`src/rtl/br_pkg.sv`:
```
// Shared constants and enums for the BR register-file write-port controller.
package br_pkg;

  localparam int unsigned NREG = 32;
  localparam int unsigned AW   = 5;
  localparam int unsigned DW   = 32;

  typedef enum logic {
    S_INIT = 1'b0,
    S_RUN  = 1'b1
  } state_e;

  typedef enum logic {
    REQ_A = 1'b0,
    REQ_B = 1'b1
  } req_e;

endpackage

```
`src/rtl/rr_arb2.sv`:
```
// Two-way round-robin arbiter; rr points at the requester favoured on a tie.
module rr_arb2 (
  input  logic       clk,
  input  logic       rst,
  input  logic [1:0] req,
  input  logic       advance,
  output logic [1:0] gnt
);

  br_pkg::req_e rr_q;

  always_comb begin
    gnt = 2'b00;
    case (req)
      2'b01:   gnt = 2'b01;
      2'b10:   gnt = 2'b10;
      2'b11:   gnt = (rr_q == br_pkg::REQ_A) ? 2'b01 : 2'b10;
      default: gnt = 2'b00;
    endcase
  end

  // After a grant the other requester becomes favoured.
  always_ff @(posedge clk) begin
    if (rst) begin
      rr_q <= br_pkg::REQ_A;
    end else if (advance) begin
      rr_q <= gnt[0] ? br_pkg::REQ_B : br_pkg::REQ_A;
    end
  end

endmodule

```
`src/rtl/br_wb_arbiter.sv`:
```
// Shares BR's single write port between ALU (A) and load (B) writeback,
// preceded by a zero sweep of every register after reset or clear.
module br_wb_arbiter #(
  parameter int unsigned NREG = br_pkg::NREG,
  parameter int unsigned AW   = br_pkg::AW,
  parameter int unsigned DW   = br_pkg::DW
) (
  input  logic          clk,
  input  logic          rst,
  input  logic          clr,
  input  logic          a_valid,
  input  logic [AW-1:0] a_reg,
  input  logic [DW-1:0] a_data,
  output logic          a_ready,
  input  logic          b_valid,
  input  logic [AW-1:0] b_reg,
  input  logic [DW-1:0] b_data,
  output logic          b_ready,
  output logic [AW-1:0] Writereg,
  output logic [DW-1:0] WriteData,
  output logic          Regwrite,
  output logic          init_done
);

  br_pkg::state_e state_q, state_d;
  logic [AW-1:0]  cnt_q, cnt_d;
  logic           sweep_end_q, sweep_end_d;
  logic [AW-1:0]  wreg_q, wreg_d;
  logic [DW-1:0]  wdata_q, wdata_d;
  logic           wen_q, wen_d;
  logic           run_open;
  logic [1:0]     gnt;

  // Requests are only visible to the arbiter while running and not clearing.
  assign run_open = (state_q == br_pkg::S_RUN) && !clr;

  rr_arb2 u_rr_arb2 (
    .clk     (clk),
    .rst     (rst),
    .req     ({b_valid && run_open, a_valid && run_open}),
    .advance (|gnt),
    .gnt     (gnt)
  );

  assign a_ready = gnt[0];
  assign b_ready = gnt[1];

  always_comb begin
    state_d     = state_q;
    cnt_d       = cnt_q;
    sweep_end_d = sweep_end_q;
    wreg_d      = wreg_q;
    wdata_d     = wdata_q;
    wen_d       = 1'b0;
    case (state_q)
      br_pkg::S_INIT: begin
        if (sweep_end_q) begin
          // Last sweep write is on the bus; open for requests next cycle.
          state_d     = br_pkg::S_RUN;
          sweep_end_d = 1'b0;
          cnt_d       = '0;
        end else begin
          wen_d   = 1'b1;
          wreg_d  = cnt_q;
          wdata_d = '0;
          if (cnt_q == AW'(NREG - 1)) begin
            sweep_end_d = 1'b1;
          end else begin
            cnt_d = cnt_q + AW'(1);
          end
        end
      end
      br_pkg::S_RUN: begin
        if (clr) begin
          state_d     = br_pkg::S_INIT;
          cnt_d       = '0;
          sweep_end_d = 1'b0;
        end else if (gnt[0]) begin
          wreg_d  = a_reg;
          wdata_d = a_data;
          wen_d   = (a_reg != '0);
        end else if (gnt[1]) begin
          wreg_d  = b_reg;
          wdata_d = b_data;
          wen_d   = (b_reg != '0);
        end
      end
      default: begin
        state_d = br_pkg::S_INIT;
        cnt_d   = '0;
      end
    endcase
  end

  always_ff @(posedge clk) begin
    if (rst) begin
      state_q     <= br_pkg::S_INIT;
      cnt_q       <= '0;
      sweep_end_q <= 1'b0;
      wreg_q      <= '0;
      wdata_q     <= '0;
      wen_q       <= 1'b0;
    end else begin
      state_q     <= state_d;
      cnt_q       <= cnt_d;
      sweep_end_q <= sweep_end_d;
      wreg_q      <= wreg_d;
      wdata_q     <= wdata_d;
      wen_q       <= wen_d;
    end
  end

  assign Writereg  = wreg_q;
  assign WriteData = wdata_q;
  assign Regwrite  = wen_q;
  assign init_done = (state_q == br_pkg::S_RUN);

endmodule
```
`config.mk`:
```
export PLATFORM = sky130hd
export DESIGN_NAME = br_wb_arbiter
export DESIGN_NICKNAME = d
export VERILOG_FILES = /design/src/rtl/br_pkg.sv /design/src/rtl/rr_arb2.sv /design/src/rtl/br_wb_arbiter.sv
export SDC_FILE = /design/constraint.sdc
export NUM_CORES = 1
export LEC_CHECK = 0
export CAP_MARGIN = 20
export CORE_MARGIN = 4
export CORE_UTILIZATION = 40
export DETAILED_ROUTE_END_ITERATION = 8
export GPL_TIMING_DRIVEN = 0
export PLACE_DENSITY = 0.94
export REMOVE_ABC_BUFFERS = 1
export SYNTH_ARGS = -nofsm -noshare
export SYNTH_HDL_FRONTEND = slang
export SYNTH_SLANG_ARGS = --single-unit
```
`constraint.sdc`:
```
create_clock -name clk -period 4.1 [get_ports clk]
set_clock_uncertainty 0.2 [all_clocks]
set_input_delay 0.82 -clock clk [delete_from_list [all_inputs] [get_ports clk]]
set_output_delay 0.82 -clock clk [all_outputs]
set_load 0.1 [all_outputs]
```
== Word-level counts from Yosys, hierarchy flattened ==
Index checks and enable logic that the tools add are counted.
Storage, ports and cells
  bits of input ports: 79
  output and inout port bits: 41
  logic and storage cells: 56
  register bits: 46
Cells by class
  equality and inequality tests: 9
  add/sub/neg operators: 1
  reduce and logical (&&, ||, !) cells: 9
  bitwise logic cells: 1
  mux-type cells: 29
Operator list (count)
  $mux W32: 4
  $pmux W32 S2: 1
  $mux W5: 7
  $pmux W5 S2: 2
  $mux W1: 10
  $reduce_bool A5 Y1: 2
  $ne A2 B2 Y1 const B: 3
  $pmux W1 S2: 3
  $pmux W2 S3: 1
  $add A5 B1 Y5 const B: 1
  $eq A5 B5 Y1 const B: 1
  $eq A2 B2 Y1 const B: 2
  $logic_and A1 B1 Y1: 3
  $ne A3 B1 Y1 const B: 1
  $ne A3 B3 Y1 const B: 1
  $reduce_and A3 Y1: 1
  $eq A2 B1 Y1 const B: 1
  $mux W2: 1
  $reduce_and A2 Y1: 1
  $reduce_or A2 Y1: 1
  $logic_not A1 Y1: 1
  $not A1 Y1: 1

== Logic depth before layout (Yosys ltp) ==
  depth after elaboration: 9
  gate-level depth with buffers: 7
  gate-level depth less buffers: 7

== Cells and area by module ==
Synthesis repeated with hierarchy kept, for this count alone.
Unflattened totals
  cells, all modules: 298
  area, all modules: 2607.5 µm²
By module, submodules not included
  br_wb_arbiter: sequential area each 900.9 µm², area an instance 2539.9 µm², cells each 291, instances 1
  rr_arb2: sequential area each 20.0 µm², area an instance 67.6 µm², cells each 7, instances 1

== Worst setup path before layout ==
OpenSTA, ideal clock, no wires.
  path kind: register -> output
  start: reg state_q, in the netlist init_done
  end: out a_ready
  arrival time: 2.107 ns
  cell stages (with the launch flop): 5
  path buffers: 1
  required time: 3.080 ns
  setup slack: 0.973 ns
  cell sequence: dfxtp_1 -> and2b_1 -> nand3_1 -> buf_6 -> inv_1
On the way
  word-level cells in the longest chain between the ends: 4
  elaborated cells on any way between the ends: 7
  those cells by class: eq/ne: 3; mux: 1; reduce/logical: 3
Ends and longest elaborated chain
  from (decl): RTL line br_wb_arbiter.sv:25  | br_pkg::state_e state_q, state_d;
  from (signal assigned): RTL line br_wb_arbiter.sv:97  | state_q <= br_pkg::S_INIT;
  from (signal assigned): RTL line br_wb_arbiter.sv:104  | state_q <= state_d;
  $logic_and A1 B1 Y1 (*): RTL line br_wb_arbiter.sv:35  | assign run_open = (state_q == br_pkg::S_RUN) && !clr;
  $logic_and A1 B1 Y1: RTL line br_wb_arbiter.sv:40  | .req ({b_valid && run_open, a_valid && run_open}),
  $eq A2 B2 Y1 or $eq A2 B1 Y1 (tied branches): RTL line rr_arb2.sv:14  | case (req)
  $pmux W2 S3 (*): RTL line rr_arb2.sv:14
  to (decl): RTL line br_wb_arbiter.sv:14  | output logic a_ready,
Every way passes the cells marked *; elsewhere a longest branch is shown, timed or not.

== Final worst setup path ==
  start: in clr
  end: out b_ready
On the way
  word-level cells in the longest chain between the ends: 5
  elaborated cells on any way between the ends: 8
  those cells by class: eq/ne: 3; mux: 1; reduce/logical: 4
Ends and longest elaborated chain
  from (decl): RTL line br_wb_arbiter.sv:10  | input logic clr,
  $logic_not A1 Y1 (*): RTL line br_wb_arbiter.sv:35
  $logic_and A1 B1 Y1 (*): RTL line br_wb_arbiter.sv:35
  $logic_and A1 B1 Y1: RTL line br_wb_arbiter.sv:40
  $eq A2 B2 Y1 or $eq A2 B1 Y1 (tied branches): RTL line rr_arb2.sv:14
  $pmux W2 S3 (*): RTL line rr_arb2.sv:14
  to (decl): RTL line br_wb_arbiter.sv:18  | output logic b_ready,
Marked as above.

==> results.py <==
metrics = {
    "timing": {
        "maxSlewViolCount": 0,
        "final_period_minus_worst_setup_slack_ns": 3.98,
        "timing.hold.ws_ns": 0.267,
        "worst_slew_margin_rel_pct": 32.1,
        "worst_margin_slew_ns": 1.01,
        "fmax_mhz": 251,
        "rsz0062_at_grt": "false",
        "setup_tns_ns": 0,
        "postLayoutSetupSlackWorst_ns": 0.118,
        "crit_share_post_route_pct": 97.1,
        "timing.final.setup_violations": 0,
        "finalHoldViolCount": 0,
    },
    "synthesis": {
        "synth-adder-area-share_pct": 1.24,
        "ys_warn_count": 0,
        "synth_sequential_area_ratio_pct": 45.5,
        "synth_area_leaders": "sky130_fd_sc_hd__dfxtp_1 46%, sky130_fd_sc_hd__mux2i_1 16%, sky130_fd_sc_hd__o2bb2ai_1 14%",
        "synth.distinct_cells": 34,
        "synth-edff-count": 0,
        "synth_top_family_by_area": "compound AO/OA/AOI/OAI gates",
        "netlist.top_cell.by_area": "sky130_fd_sc_hd__dfxtp_1",
        "synth_xor_area_share_pct": 1.30,
        "synth-seq-cells": 46,
        "most_frequent_cells_after_synthesis": "46 x sky130_fd_sc_hd__dfxtp_1, 32 x sky130_fd_sc_hd__mux2i_1, 32 x sky130_fd_sc_hd__o2bb2ai_1",
        "synthesis.area_per_instance_sq_um": 10.8,
        "post_synth_and_or_nand_nor_area_fraction_pct": 10.3,
        "post_syn_instances": 187,
        "muxShareOfSynthArea_pct": 15.8,
        "synth_most_common_cell": "sky130_fd_sc_hd__dfxtp_1",
        "post_synth_instance_area_sq_mm": 0.00202,
        "postSynth.asyncResetShare_pct": 0,
        "synth_top_area_share_pct": 45.5,
        "dominant_synthesized_flop_cell": "sky130_fd_sc_hd__dfxtp_1",
        "synth_compound_gate_area_share_pct": 21.5,
    },
    "cells_and_area": {
        "ant_diodes": 0,
        "stdcell_area_sq_mm": 0.00340,
        "layout-area-overhead-vs-synth_pct": 68.2,
        "postLayoutCoreUtil_pct": 70.6,
        "layoutNonFillerInstCount": 369,
        "fin_nets": 383,
        "drive_gt1_share_pct": 6.29,
    },
    "critical_path": {
        "cp_data_arrival_time_ns": 2.96,
        "worst_ep_required_time_ns": 3.08,
        "worst-path-max-fanout": 4,
        "timing.critical_path.to_type": "output pin",
        "crit_path_kind": "input pin to output pin",
        "start_kind": "input pin",
    },
    "run_status": {
        "status": "complete, no violations",
    },
    "global_route": {
        "global_route.usage.total_pct": 19.8,
        "grt_pass1_vias": 1939,
        "global_route.overflow_total": 0,
        "grt_start_max_net_pins": 38,
        "wire_length_of_the_first_global_routing_pass_mm": 9.63,
        "number_of_antenna_violations_at_the_first_check_in_global_routing": 0,
    },
    "flow_run": {
        "maxCapViolCount": 0,
    },
    "die": {
        "core_region_area_sq_mm": 0.00482,
        "io_pins": 120,
        "die_height_um": 79.1,
        "rows": 25,
        "floorplan.die_area_sq_mm": 0.00626,
        "horizontal_extent_of_the_die_um": 79.1,
        "initial_utilization_pct": 42.0,
    },
    "clock_tree": {
        "cts_inserted_buffers": 5,
        "cts_hold_repair.buffers": 0,
        "clk_pin_slew_ns": 0.09,
        "post_cts.repair.setup_buffers": 0,
        "clock_latency_ns": 0.28,
        "htreeDepth": 2,
        "clock_sinks": 46,
        "cts_tree": "done",
        "deepest_clock_path_buffer_count": 2,
        "clockRootBuffer": "sky130_fd_sc_hd__clkbuf_8",
    },
    "route": {
        "routedWlPerCell_um": 17.3,
        "first_pass_iters": 4,
        "finalWirelength_mm": 6.39,
        "drt.antenna.violating_nets": 0,
        "via_count": 1910,
        "drc": 0,
        "drtIter0Drc": 76,
        "viasPerCell": 5.18,
    },
    "placement": {
        "place.port_buffers": 119,
        "dpl.hpwl_mm": 4.98,
        "placed_cells_incl_taps": 361,
        "detailedPlace.worstSlack_ns": -0.542,
        "gp_congestion": 0.772,
        "dpl-instance-area_sq_mm": 0.00325,
    },
    "power_and_ir_drop": {
        "power.leakage_nw": 1.45,
        "power.density_mw_per_mm2": 270,
        "total_power_uw": 917,
        "vdd.ir_drop.worst_mv": 0.195,
    },
    "hold_path": {
        "min_path_type": "flop to flop",
    },
}
-- cell usage in the layout, fill, tap and decap left out, drive strengths merged --
cell,instances
xor2,3
a2bb2oi,1
or3,1
a21oi,4
or2,6
clkdlybuf4s15,1
nand2b,2
buf,2
nor4b,2
a31oi,1
bufinv,1
a221o,5
nor2b,1
dfxtp,46
and2b,1
or3b,1
and3b,1
clkbuf,6
ha,2
nand3,3
clkdlybuf4s50,118
or4,2
inv,3
o21ai,4
mux2i,32
o2bb2ai,32
a32o,5
and3,3
nand2,4
and2,1
nor2,8
-- worst max-delay path, stage by stage --
cell	delay [ns]
sky130_fd_sc_hd__clkdlybuf4s50_1	0.45
sky130_fd_sc_hd__and2b_1	0.31
sky130_fd_sc_hd__and3_1	0.22
sky130_fd_sc_hd__clkdlybuf4s50_1	1.16
-- path summary, 6_finish.rpt --
check	start	endpoint	depth (start not counted)	slack (ns)
worst max-delay path	clr	b_ready	4	0.12
worst min-delay path	WriteData[8]	WriteData[8]	1	0.27
worst max register to register	init_done	Writereg[1]	5	1.70
worst min register to register	WriteData[8]	WriteData[8]	1	0.27
-- registers in the layout, summed over array words and instances (netlist names) --
signal          count
init_done           1
Regwrite            1
Writereg            5
u_rr_arb2.rr_q      1
WriteData          32
sweep_end_q         1
cnt_q               5
-- where the power goes --
group | internal [mW] | total [mW] | switching (mW)
logic | 0.0828 | 0.126 | 0.0432
clock network | 0.195 | 0.336 | 0.141
registers | 0.451 | 0.455 | 0.00387
-- routing by layer --
layer	part of all wire [%]	global-route usage, %
met4	0.61	4.12
met2	50	36.8
met5	0	0
met3	7.7	5.90
met1	41	22.1
-- final cells by class --
type	count	area (sq um)
Fill cell	371	1420
Timing Repair Buffer	121	1240
Multi-Input combinational cell	125	1030
Sequential cell	46	921
Tap cell	67	83.8
Clock buffer	6	82.6
Clock inverter	1	30.0
Inverter	3	11.3
-- repair_timing --
| item | in CTS | in global routing |
|---|---|---|
| cloned | 0 | 0 |
| setup endpoints to repair | 1 | 1 |
| resized for setup | 3 | 1 |
-- cell families (layout without fill, tap and decap cells) --
logic type,Yosys count,after routing
compound gates,52,52
xor+xnor,3,3
fa+ha+maj,2,2
buf+inv,16,131
flops,46,46
mux,32,32
simple gates,36,36
No activity file was read; power rests on OpenSTA's default activity.
